**src/rtl/shift_ctrl.sv**
```systemverilog
// shift_ctrl: sequential barrel-shift replacement. The shifter moves the operand
// one bit per clock for a latched amount, then raises a one-cycle done strobe.
// A 6-bit down-counter holds the remaining shift count. The SHIFT->DONE move
// happens when the counter reaches its terminal count of 1.
//
// state | meaning
// ------+-------------------------------------------------------------
// IDLE  | waiting for start; data_out holds the last result
// SHIFT | one single-bit shift per clock, counter decrements
// DONE  | result final, done strobe high for this one cycle
module shift_ctrl (
    input  logic        clk,
    input  logic        reset,
    input  logic        start,
    input  logic [1:0]  op,
    input  logic [2:0]  amt_src,
    input  logic [5:0]  amt_0,
    input  logic [5:0]  amt_2,
    input  logic [5:0]  amt_3,
    input  logic [31:0] data_in,
    output logic        busy,
    output logic        done,
    output logic [31:0] data_out
);

    typedef enum logic [1:0] {
        IDLE  = 2'b00,
        SHIFT = 2'b01,
        DONE  = 2'b10
    } state_t;

    localparam logic [1:0] OP_SLL = 2'b00;
    localparam logic [1:0] OP_SRL = 2'b01;
    localparam logic [1:0] OP_SRA = 2'b10;
    localparam logic [1:0] OP_NOP = 2'b11;

    localparam logic [5:0] AMT_MAX = 6'd32;

    state_t      state;
    state_t      state_nxt;
    logic [5:0]  cnt;
    logic [5:0]  cnt_nxt;
    logic [31:0] work;
    logic [31:0] work_nxt;
    logic [1:0]  op_q;
    logic [1:0]  op_q_nxt;

    logic [5:0]  amt_sel;
    logic [5:0]  amt_clamped;
    logic [5:0]  amt_load;
    logic [31:0] work_step;

    // Resolve the amount candidate from the selector. Reserved codes fall back to the shamt field.
    always_comb begin
        amt_sel = amt_0;
        case (amt_src)
            3'b000:  amt_sel = amt_0;
            3'b001:  amt_sel = 6'd16;
            3'b010:  amt_sel = amt_2;
            3'b011:  amt_sel = amt_3;
            default: amt_sel = amt_0;
        endcase
    end

    // Clamp to the word width. A NOP never shifts, so it always loads zero.
    always_comb begin
        amt_clamped = (amt_sel > AMT_MAX) ? AMT_MAX : amt_sel;
        amt_load    = (op == OP_NOP) ? 6'd0 : amt_clamped;
    end

    // One-bit step of the latched operation. Repeating this step 32 times fully clears or sign-fills the word.
    always_comb begin
        work_step = work;
        case (op_q)
            OP_SLL:  work_step = {work[30:0], 1'b0};
            OP_SRL:  work_step = {1'b0, work[31:1]};
            OP_SRA:  work_step = {work[31], work[31:1]};
            default: work_step = work;
        endcase
    end

    // Next-state and datapath update. Unused cases default to holding the current values.
    always_comb begin
        state_nxt = state;
        cnt_nxt   = cnt;
        work_nxt  = work;
        op_q_nxt  = op_q;
        case (state)
            IDLE: begin
                if (start) begin
                    op_q_nxt  = op;
                    work_nxt  = data_in;
                    cnt_nxt   = amt_load;
                    state_nxt = (amt_load != 6'd0) ? SHIFT : DONE;
                end
            end
            SHIFT: begin
                work_nxt = work_step;
                cnt_nxt  = cnt - 6'd1;
                if (cnt == 6'd1) begin
                    state_nxt = DONE;
                end
            end
            DONE: begin
                state_nxt = IDLE;
            end
            default: begin
                state_nxt = IDLE;
            end
        endcase
    end

    // State, counter, operand and latched-op registers. Reset clears everything asynchronously.
    always_ff @(posedge clk or posedge reset) begin
        if (reset) begin
            state <= IDLE;
            cnt   <= 6'd0;
            work  <= 32'd0;
            op_q  <= OP_SLL;
        end else begin
            state <= state_nxt;
            cnt   <= cnt_nxt;
            work  <= work_nxt;
            op_q  <= op_q_nxt;
        end
    end

    // Outputs are decoded directly from registered state, so they carry no glitches from the inputs.
    always_comb begin
        busy     = (state != IDLE);
        done     = (state == DONE);
        data_out = work;
    end

endmodule

```
**config.mk**
```make
export PLATFORM = sky130hd
export DESIGN_NAME = shift_ctrl
export DESIGN_NICKNAME = d
export VERILOG_FILES = /design/src/rtl/shift_ctrl.sv
export SDC_FILE = /design/constraint.sdc
export NUM_CORES = 1
export LEC_CHECK = 0
export CAP_MARGIN = 10
export CORE_ASPECT_RATIO = 1.4
export CORE_UTILIZATION = 49
export CTS_CLUSTER_SIZE = 24
export DETAILED_ROUTE_END_ITERATION = 16
export PLACE_DENSITY_LB_ADDON = 0.12
export REMOVE_ABC_BUFFERS = 1
export SETUP_SLACK_MARGIN = 0.3
export SYNTH_ARGS = -nofsm -noshare
export SYNTH_HDL_FRONTEND = slang
export SYNTH_SLANG_ARGS = --single-unit
```
**constraint.sdc**
```tcl
create_clock -name clk -period 3.8 [get_ports clk]
set_input_delay 0.76 -clock clk [delete_from_list [all_inputs] [get_ports clk]]
set_output_delay 0.76 -clock clk [all_outputs]
set_load 0.05 [all_outputs]
```
==> results.py <==
metrics = {
    "clocking": {
        "holdBufCountCts": 0,
        "h-tree-depth": 2,
        "path_clk_slew_ps": 80,
        "cts_buffer_depth": 2,
        "clock_latency_ps": 300,
        "cts_setup_buffers": 0,
        "clkSinkCount": 42,
        "cts_tree": "yes",
        "root_buffer": "clkbuf_8",
        "cts_resized": 0,
        "cts_made_buffers": 5,
    },
    "route": {
        "drtIter0Drc": 191,
        "wl_per_cell_um": 16.2,
        "dr_total_vias": 2519,
        "vias_per_cell": 5.94,
        "routed_wl_um": 6860,
        "first_pass_iters": 4,
        "antenna_left": 0,
        "drc": 0,
    },
    "yosys": {
        "postSynth.asyncResetShare": 1.00,
        "synthesis.area_um2": 2620,
        "synth_edf_count": 0,
        "ys_seq_elements": 42,
        "syn_inst": 273,
        "ys.flop_type": "dfrtp_1",
        "ys.warnings.count": 0,
        "avgSynthCellArea_um2": 9.61,
        "yosysUniqueCellTypes": 42,
        "yosysSeqAreaShare": 0.401,
    },
    "sta": {
        "layout_setup_ws_ps": 1110,
        "hold_violations": 0,
        "whs_ps": 512,
        "drv_slew": 0,
        "setup_tns_ps": 0,
        "period_minus_slack_ps": 2690,
        "worstMarginPinSlew_ps": 1150,
        "max_freq_ghz": 0.372,
        "fin_crit_sh": 0.708,
        "rsz0062_at_grt": "no",
        "setup_violations": 0,
        "final.setup_skew_ps": 8.03,
        "max-slew-margin-rel": 0.230,
    },
    "die": {
        "core-area_um2": 5160,
        "die_w_um": 63.8,
        "row_count": 31,
        "die_height_um": 88.6,
        "num_io_pins": 92,
        "die-area_um2": 5650,
        "start_util": 0.508,
    },
    "power_and_ir_drop": {
        "powerDensity_nw_per_um2": 1080,
        "p_leak_nw": 1.68,
        "peakVddDrop_v": 0.000719,
    },
    "finish": {
        "fin_util": 0.722,
        "nets": 420,
        "syn_to_final_growth_pct": 42.0,
        "fillCellCount": 412,
        "drive_gt1_frac": 0.0698,
        "design_area_um2": 3720,
        "diodes": 0,
    },
    "run_status": {
        "status": "complete, no violations",
    },
    "setup_path": {
        "path_common_cell": "inv_1",
        "path_cells": "inv_1, ha_1, inv_1, o21ai_4, buf_4, mux2i_1",
        "crit_path_start_kind": "register",
        "critPathMaxStageDelay_ps": 800,
        "crit_path_end_kind": "register",
        "path_buf_inv": 3,
        "crit_type": "reg -> reg",
        "critical_path.top_delay_family": "buffers and inverters",
        "crit_slowest_cell": "o21ai_4",
        "cp.arrival_ps": 2910,
        "required_ps": 4020,
        "worstPathMaxFanout": 31,
    },
    "place": {
        "dp_hpwl_um": 4790,
        "place_ws_ps": 1100,
        "place.gp.congestion": 0.787,
        "place_area_um2": 3570,
        "portBuffers": 91,
    },
    "global_routing": {
        "grt_max_degree": 43,
        "grt_pass1_wl_um": 11300,
        "grt.total_usage": 0.256,
        "grt_pass1_vias": 2379,
        "antenna_found_initial": 0,
        "overflow": 0,
    },
    "hold_path": {
        "hold_path.class": "reg -> reg",
    },
    "job": {
        "cap_viol_max_count": 0,
    },
}
==> worst reg2reg max path, cell delays in order (launching register included) <==
cell     delay [ps]
dfrtp_1         360
inv_1            70
ha_1            310
inv_1           450
o21ai_4         820
buf_4           390
mux2i_1         220
==> logic make-up after synthesis <==
family / count (synthesis) / share of synthesized area
DFF: 42 / 0.401
adders and majority gates: 5 / 0.0239
muxes: 38 / 0.149
and+or+nand+nor: 34 / 0.0658
AOI/OAI and AO/OA: 95 / 0.270
buffers and inverters: 59 / 0.0911
==> synthesized netlist by cell type (2+ instances only) <==
master     count  area [um2]
dfrtp_1       42        1050
inv_1         40         150
o21ai_0       37         185
mux2i_1       33         330
a221o_1       29         290
clkbuf_1      12        45.0
nand2_1       11        41.3
nor2_1         8        30.0
a21oi_1        6        30.0
buf_2          5        25.0
ha_1           5        62.6
a22oi_1        3        22.5
mux2_2         3        33.8
nor2b_1        3        18.8
a221oi_2       2        30.0
nand2b_1       2        12.5
nor3_1         2        10.0
nor3b_1        2        15.0
o21bai_1       2        15.0
o221ai_1       2        17.5
o2bb2ai_1      2        17.5
or3_1          2        12.5
==> cell type report <==
class | count | area, um2 | area share
clock inverters | 3 | 68.8 | 0.0185
clock buffers | 5 | 68.8 | 0.0185
repair buffers | 96 | 956 | 0.257
multi-input cells | 172 | 1350 | 0.362
inverters | 40 | 150 | 0.0403
flip-flops and latches | 42 | 1050 | 0.282
well taps | 66 | 82.6 | 0.0222
==> per-stage QoR <==
| stage | instances | power (mW) |
|---|---|---|
| floorplan | 254 | 2.77 |
| global placement | 415 | 3.52 |
| detailed placement | 415 | 3.56 |
| CTS | 423 | 3.99 |
| global route | 424 | 4.26 |
| finish | 424 | 4.01 |
==> path summary, 6_finish.rpt <==
kind                               from  slack [ps]            to  cells after the start
min in group asynchronous         reset         890  data_out[25]                      3
worst min-delay path             cnt[5]         510        cnt[5]                      2
worst max register to register  op_q[0]        1110  data_out[29]                      6
worst min register to register   cnt[5]         510        cnt[5]                      2
max in group asynchronous         reset        2530        cnt[1]                      3
worst max-delay path            op_q[0]        1110  data_out[29]                      6
==> per-layer routing <==
metal	vias to the layer above	track usage	wire length, um
li1	1170	-	-
met1	1256	0.322	2870
met2	85	0.459	3600
met3	8	0.0361	309
met4	0	0.0661	86
met5	-	0	0
==> power breakdown <==
| group | switching (mW) | internal (mW) |
|---|---|---|
| clock network | 0.159 | 0.263 |
| logic | 1.61 | 1.02 |
| registers | 0.266 | 0.691 |
| total | 2.04 | 1.97 |
==> flip-flops by register name, indices dropped and copies added (netlist names) <==
| name | flops |
|---|---|
| cnt | 6 |
| data_out | 32 |
| op_q | 2 |
| state | 2 |
==> placed cells by master (no fill, tap or decap), types with 2 or more instances in the layout <==
cell and count:
a22oi_1 3, clkdlybuf4s50_1 91, o2bb2ai_1 2, nor2_1 8, ha_1 5, nand2b_1 2, or3_1 2, nor2b_1 2
mux2i_1 33, o21bai_1 2, a21oi_1 6, mux2_2 3, nand2_1 11, nor3_1 2, bufinv_16 2, o21ai_0 37
inv_1 39, clkbuf_8 5, a221oi_2 2, buf_4 4, nor3b_1 2, dfrtp_1 42, o221ai_1 2, a221o_1 29
(Power assumes the default switching activity.)
